==> src/rtl/layer1_pkg.sv <==
// rtl/layer1_pkg.sv - shared constants and state type for the layer-1 column drain
package layer1_pkg;

   localparam int NUM_LANES = 10;
   localparam int WORD_W    = 16;
   localparam int COL_W     = 160;

   typedef enum logic [1:0] {
      S_IDLE,
      S_ISSUE,
      S_SETTLE,
      S_DRAIN
   } l1_drain_state_t;

endpackage

==> src/rtl/lane_relu.sv <==
// rtl/lane_relu.sv - 16-bit signed clamp to zero, bypassed when RELU is 0
module lane_relu
   import layer1_pkg::*;
#(
   parameter logic RELU = 1'b1
) (
   input  logic [WORD_W-1:0] word,
   output logic [WORD_W-1:0] clamped
);

   assign clamped = (RELU && word[WORD_W-1]) ? '0 : word;

endmodule

==> src/rtl/layer1_col_drain.sv <==
// rtl/layer1_col_drain.sv - tap sequencer, accumulator clear timing and lane drain for the layer-1 MAC column
module layer1_col_drain
   import layer1_pkg::*;
#(
   parameter int   LAT   = 1,
   parameter int   TAP_W = 8,
   parameter logic RELU  = 1'b1
) (
   input  logic               clk,
   input  logic               reset,
   input  logic               start,
   input  logic [TAP_W-1:0]   num_taps,
   output logic               tap_req,
   output logic [TAP_W-1:0]   tap_idx,
   output logic               mac_clear,
   input  logic [COL_W-1:0]   column,
   output logic [WORD_W-1:0]  out_data,
   output logic [3:0]         out_lane,
   output logic               out_valid,
   input  logic               out_ready,
   output logic               out_last,
   output logic               busy,
   output logic               done
);

   localparam logic [3:0] LAST_LANE = 4'(NUM_LANES - 1);

   l1_drain_state_t   state;
   logic [TAP_W-1:0]  n_taps;
   logic [TAP_W-1:0]  settle_cnt;
   logic [LAT-1:0]    clr_line;
   logic [WORD_W-1:0] shadow [NUM_LANES];
   logic [3:0]        next_lane;
   logic              first_tap;
   logic [WORD_W-1:0] sel_word;
   logic [WORD_W-1:0] relu_word;

   // Tap 0 is the only ISSUE cycle with index 0; its product lands LAT cycles later.
   assign first_tap = (state == S_ISSUE) && (tap_idx == '0);
   assign mac_clear = clr_line[LAT-1];
   assign next_lane = out_lane + 4'd1;

   // Entering DRAIN, lane 0 comes straight from the column being captured.
   always_comb begin
      sel_word = shadow[next_lane];
      if (state == S_SETTLE)
         sel_word = column[WORD_W-1:0];
   end

   lane_relu #(.RELU(RELU)) u_relu (
      .word    (sel_word),
      .clamped (relu_word)
   );

   always_ff @(posedge clk) begin
      if (reset) begin
         state      <= S_IDLE;
         n_taps     <= '0;
         settle_cnt <= '0;
         clr_line   <= '0;
         tap_req    <= 1'b0;
         tap_idx    <= '0;
         out_data   <= '0;
         out_lane   <= '0;
         out_valid  <= 1'b0;
         out_last   <= 1'b0;
         busy       <= 1'b0;
         done       <= 1'b0;
         for (int i = 0; i < NUM_LANES; i++)
            shadow[i] <= '0;
      end else begin
         done        <= 1'b0;
         clr_line[0] <= first_tap;
         for (int i = 1; i < LAT; i++)
            clr_line[i] <= clr_line[i-1];

         case (state)
            S_IDLE: begin
               if (start && (num_taps != '0)) begin
                  n_taps     <= num_taps;
                  tap_idx    <= '0;
                  settle_cnt <= '0;
                  tap_req    <= 1'b1;
                  busy       <= 1'b1;
                  state      <= S_ISSUE;
               end
            end
            S_ISSUE: begin
               if (tap_idx == n_taps - TAP_W'(1)) begin
                  tap_req    <= 1'b0;
                  tap_idx    <= '0;
                  settle_cnt <= '0;
                  state      <= S_SETTLE;
               end else begin
                  tap_idx <= tap_idx + TAP_W'(1);
               end
            end
            S_SETTLE: begin
               if (settle_cnt == TAP_W'(LAT)) begin
                  for (int i = 0; i < NUM_LANES; i++)
                     shadow[i] <= column[WORD_W*i +: WORD_W];
                  out_data  <= relu_word;
                  out_lane  <= '0;
                  out_valid <= 1'b1;
                  out_last  <= 1'b0;
                  state     <= S_DRAIN;
               end else begin
                  settle_cnt <= settle_cnt + TAP_W'(1);
               end
            end
            S_DRAIN: begin
               if (out_ready) begin
                  if (out_lane == LAST_LANE) begin
                     out_valid <= 1'b0;
                     out_last  <= 1'b0;
                     out_lane  <= '0;
                     out_data  <= '0;
                     busy      <= 1'b0;
                     done      <= 1'b1;
                     state     <= S_IDLE;
                  end else begin
                     out_lane <= next_lane;
                     out_data <= relu_word;
                     out_last <= (next_lane == LAST_LANE);
                  end
               end
            end
            default: state <= S_IDLE;
         endcase
      end
   end

endmodule

==> config.mk <==
export PLATFORM = sky130hd
export DESIGN_NAME = layer1_col_drain
export DESIGN_NICKNAME = d
export VERILOG_FILES = /design/src/rtl/layer1_pkg.sv /design/src/rtl/lane_relu.sv /design/src/rtl/layer1_col_drain.sv
export SDC_FILE = /design/constraint.sdc
export NUM_CORES = 1
export LEC_CHECK = 0
export CAP_MARGIN = 0
export CORE_UTILIZATION = 50
export DETAILED_ROUTE_END_ITERATION = 16
export PLACE_DENSITY = 0.78
export RECOVER_POWER = 50
export SLEW_MARGIN = 5
export SYNTH_ARGS = -nofsm -noshare
export SYNTH_HDL_FRONTEND = slang
export SYNTH_HIERARCHICAL = 1
export SYNTH_SLANG_ARGS = --single-unit
==> constraint.sdc <==
create_clock -name clk -period 15.4 [get_ports clk]
set_input_delay 2.31 -clock clk [delete_from_list [all_inputs] [get_ports clk]]
set_output_delay 2.31 -clock clk [all_outputs]
set_load 0.02 [all_outputs]
==> results_dict.tcl <==
set metrics [dict create \
    status "complete, but fails checks" \
    violations "capacitance limit, slew limit" \
    core_area_sq_um 19500 \
    post_cts.repair.setup_buffers 0 \
    finalWorstSetupSlack_ns 6.45 \
    cts_resized 0 \
    wl_mm 22.9 \
    cp.required_ns 15.53 \
    synth_edf_count 160 \
    clock_skew_ns 0.00966 \
    worstSetupEndpointType "register" \
    finalCritPeriodShare 0.581 \
    cap_violations 5 \
    critical-path-top-delay-family "buffers and inverters" \
    grt_max_degree 139 \
    setup_viol 0 \
    syn_nets 1007 \
    vias 6837 \
    dp_hpwl_mm 15.8 \
    final.setup.tns_ns 0 \
    worst_slew_pin_slew_ns 4.89 \
    die_w_um 144 \
    placedCellCount 1250 \
    p_per_area_nw_per_um2 120 \
    ys_ff_latch 212 \
    fp.dieH_um 144 \
    yosysUniqueCellTypes 55 \
    diodes 0 \
    p_leak_nw 4.77 \
    hold_ws_ns 0.447 \
    swShare 0.266 \
    stdcell_count 1290 \
    post_drt_wl_per_cell_um 17.7 \
    hold_violations 0 \
    finalCriticalPeriod_ns 8.95 \
    grt_overflow 0 \
    area_growth_pct 30.0 \
    synth_area_per_cell_sq_um 12.2 \
    pwr-share-comb 0.200 \
    synth_flop_cell "edfxtp_1" \
    netlist_area_sq_um 10000 \
    place_congestion 0.881 \
    worstHoldStart "out_data[6]" \
    most-common-layout-cells "clkdlybuf4s50_1 (170), edfxtp_1 (160), and2_1 (130), nand2_1 (74), dfxtp_1 (51)" \
    postCtsHoldBufs 0 \
    synthArstFlopShare 0 \
    arrival_ns 9.08 \
    final_common_cell "clkdlybuf4s50_1" \
    cp_slowest_cell "clkbuf_1" \
    drc 0 \
    clk_pin_slew_ns 0.06 \
    hold_class "register to register" \
    antenna_found_initial 0 \
    maxSlewHeadroom -2.26 \
    clock-sinks 212 \
    worstSetupPathType "input pin to register" \
    rows 51 \
    crit_top_cell "clkbuf_1" \
    drt_iter0_drc 463 \
    ant_nets 0 \
    dieArea_sq_um 20600 \
    first_pass_iters 5 \
    internal-power_w 0.00115 \
    clock_path_buffers 3 \
    grt_pass1_wl_mm 34.5 \
    dpl_worst_slack_ns 9.86 \
    p_sw_w 0.000417 \
    synth_seq_area_share 0.584 \
    vias_per_cell 5.30 \
    irDropWorstVdd_v 0.0000749 \
    worst-path-buf-inv 4 \
    ys_warn_count 6 \
    drive_gt1_frac 0.107 \
    start_util 0.513 \
    cts-root-buf "clkbuf_16" \
    ios 206 \
    syn_inst 823 \
    sequentialPowerShare 0.446 \
    grt_pass1_vias 6600 \
    nNetsFinal 1194 \
    cp-start-kind "input pin" \
    gr-usage-all-layers 0.223 \
    timing.fmax_mhz 112 \
    cts_tree "done" \
    path_cells "dlygate4sd3_1 > clkbuf_1 > nand2b_2 > clkbuf_1 > buf_4" \
    cts_buffers 23 \
    r2r_start "out_lane[0]" \
    io_buffers 205 \
    cpPeakStageDelay_ns 3.39 \
    slew_violations 346 \
    critPathMaxFanout 93 \
    crit_start "reset" \
    clk_latency_ns 0.51 \
    rsz0062_at_grt "no" \
    cts-htree-levels 1 \
    p_clk_frac 0.354 \
]
==> cells in the mapped netlist (4+ instances only) <==
library cell / count / area [sq um]
or3_1: 4 / 25.0
and2_1: 160 / 1000
nand2_1: 74 / 278
nor4b_1: 4 / 35.0
mux2i_1: 16 / 160
nor2b_2: 7 / 61.3
buf_1: 6 / 22.5
inv_1: 16 / 60.1
mux2_2: 16 / 180
nor2_1: 24 / 90.1
o21ai_0: 39 / 195
mux4_2: 32 / 721
ha_1: 12 / 150
dfxtp_1: 52 / 1040
xnor2_1: 7 / 61.3
nand4_1: 9 / 56.3
xor2_1: 14 / 123
nor3_1: 4 / 20.0
a21oi_1: 41 / 205
edfxtp_1: 160 / 4800
or4_1: 4 / 30.0
nand3_1: 31 / 155
clkbuf_1: 44 / 165
==> metrics by stage <==
step | instance area [sq um] | power [W] | utilization
after floorplan | 10000 | 0.000910 | -
after global placement | 12300 | 0.00102 | 0.629
after detailed placement | 12300 | 0.00102 | 0.629
after CTS | 13100 | 0.00158 | 0.668
after global routing | 13000 | 0.00164 | 0.667
final | 13000 | 0.00157 | 0.667
==> routing by layer <==
metal / global-route usage / share of wire / wire length, um / up-vias
li1: - / - / - / 3309
met1: 0.292 / 0.41 / 9260 / 3228
met2: 0.378 / 0.49 / 11300 / 258
met3: 0.0430 / 0.075 / 1710 / 42
met4: 0.0638 / 0.026 / 595 / 0
met5: 0 / 0 / 0 / -
==> final cells by class <==
| cell class | instances | area (sq um) |
|---|---|---|
| fill | 1496 | 6500 |
| sequential | 212 | 5850 |
| multi-input combinational | 542 | 3910 |
| timing repair buffer | 215 | 2110 |
| clock buffer | 24 | 579 |
| tap | 265 | 332 |
| clock inverter | 16 | 181 |
| inverter | 16 | 60.1 |
==> worst register-to-register path: cells and delay by family (launching register included) <==
kind	cells	cell delay (ns)
fa+ha+maj	1	0.76
simple gates	3	0.50
compound gates	3	1.58
flops	1	0.33
mux	2	0.44
buf+inv	2	2.98
==> flip-flops by register name, indices dropped and copies added, names as in the netlist, 2 cells and up <==
signal      flops
out_data       16
settle_cnt      8
n_taps          8
state           2
shadow        160
out_lane        4
tap_idx         8
==> power groups by stage <==
| stage | combinational [W] | sequential (W) | clock, W |
|---|---|---|---|
| after floorplan | 0.000192 | 0.000718 | 0 |
| after global routing | 0.000345 | 0.000705 | 0.000586 |
| final | 0.000313 | 0.000700 | 0.000555 |
| after global placement | 0.000309 | 0.000706 | 0 |
| after CTS | 0.000318 | 0.000698 | 0.000563 |
| after detailed placement | 0.000315 | 0.000710 | 0 |
==> final timing paths <==
| kind | to | slack, ns | cells after the start |
|---|---|---|---|
| setup / recovery | shadow[4][15] | 6.45 | 5 |
| hold / removal | out_data[6] | 0.45 | 2 |
| setup reg to reg | out_data[1] | 8.60 | 11 |
| hold reg to reg | out_data[6] | 0.45 | 2 |
==> cells by family after synthesis <==
| logic type | Yosys count | synth area share |
|---|---|---|
| AND/OR/NAND/NOR | 347 | 0.195 |
| AO/OA/AOI/OAI | 97 | 0.0539 |
| buffers and inverters | 69 | 0.0277 |
| multiplexers | 64 | 0.106 |
| XOR/XNOR | 21 | 0.0184 |
| adder cells (fa/ha/maj) | 12 | 0.0150 |
| other | 1 | 0.000374 |
| flip-flops | 212 | 0.584 |
(Power assumes the default switching activity.)
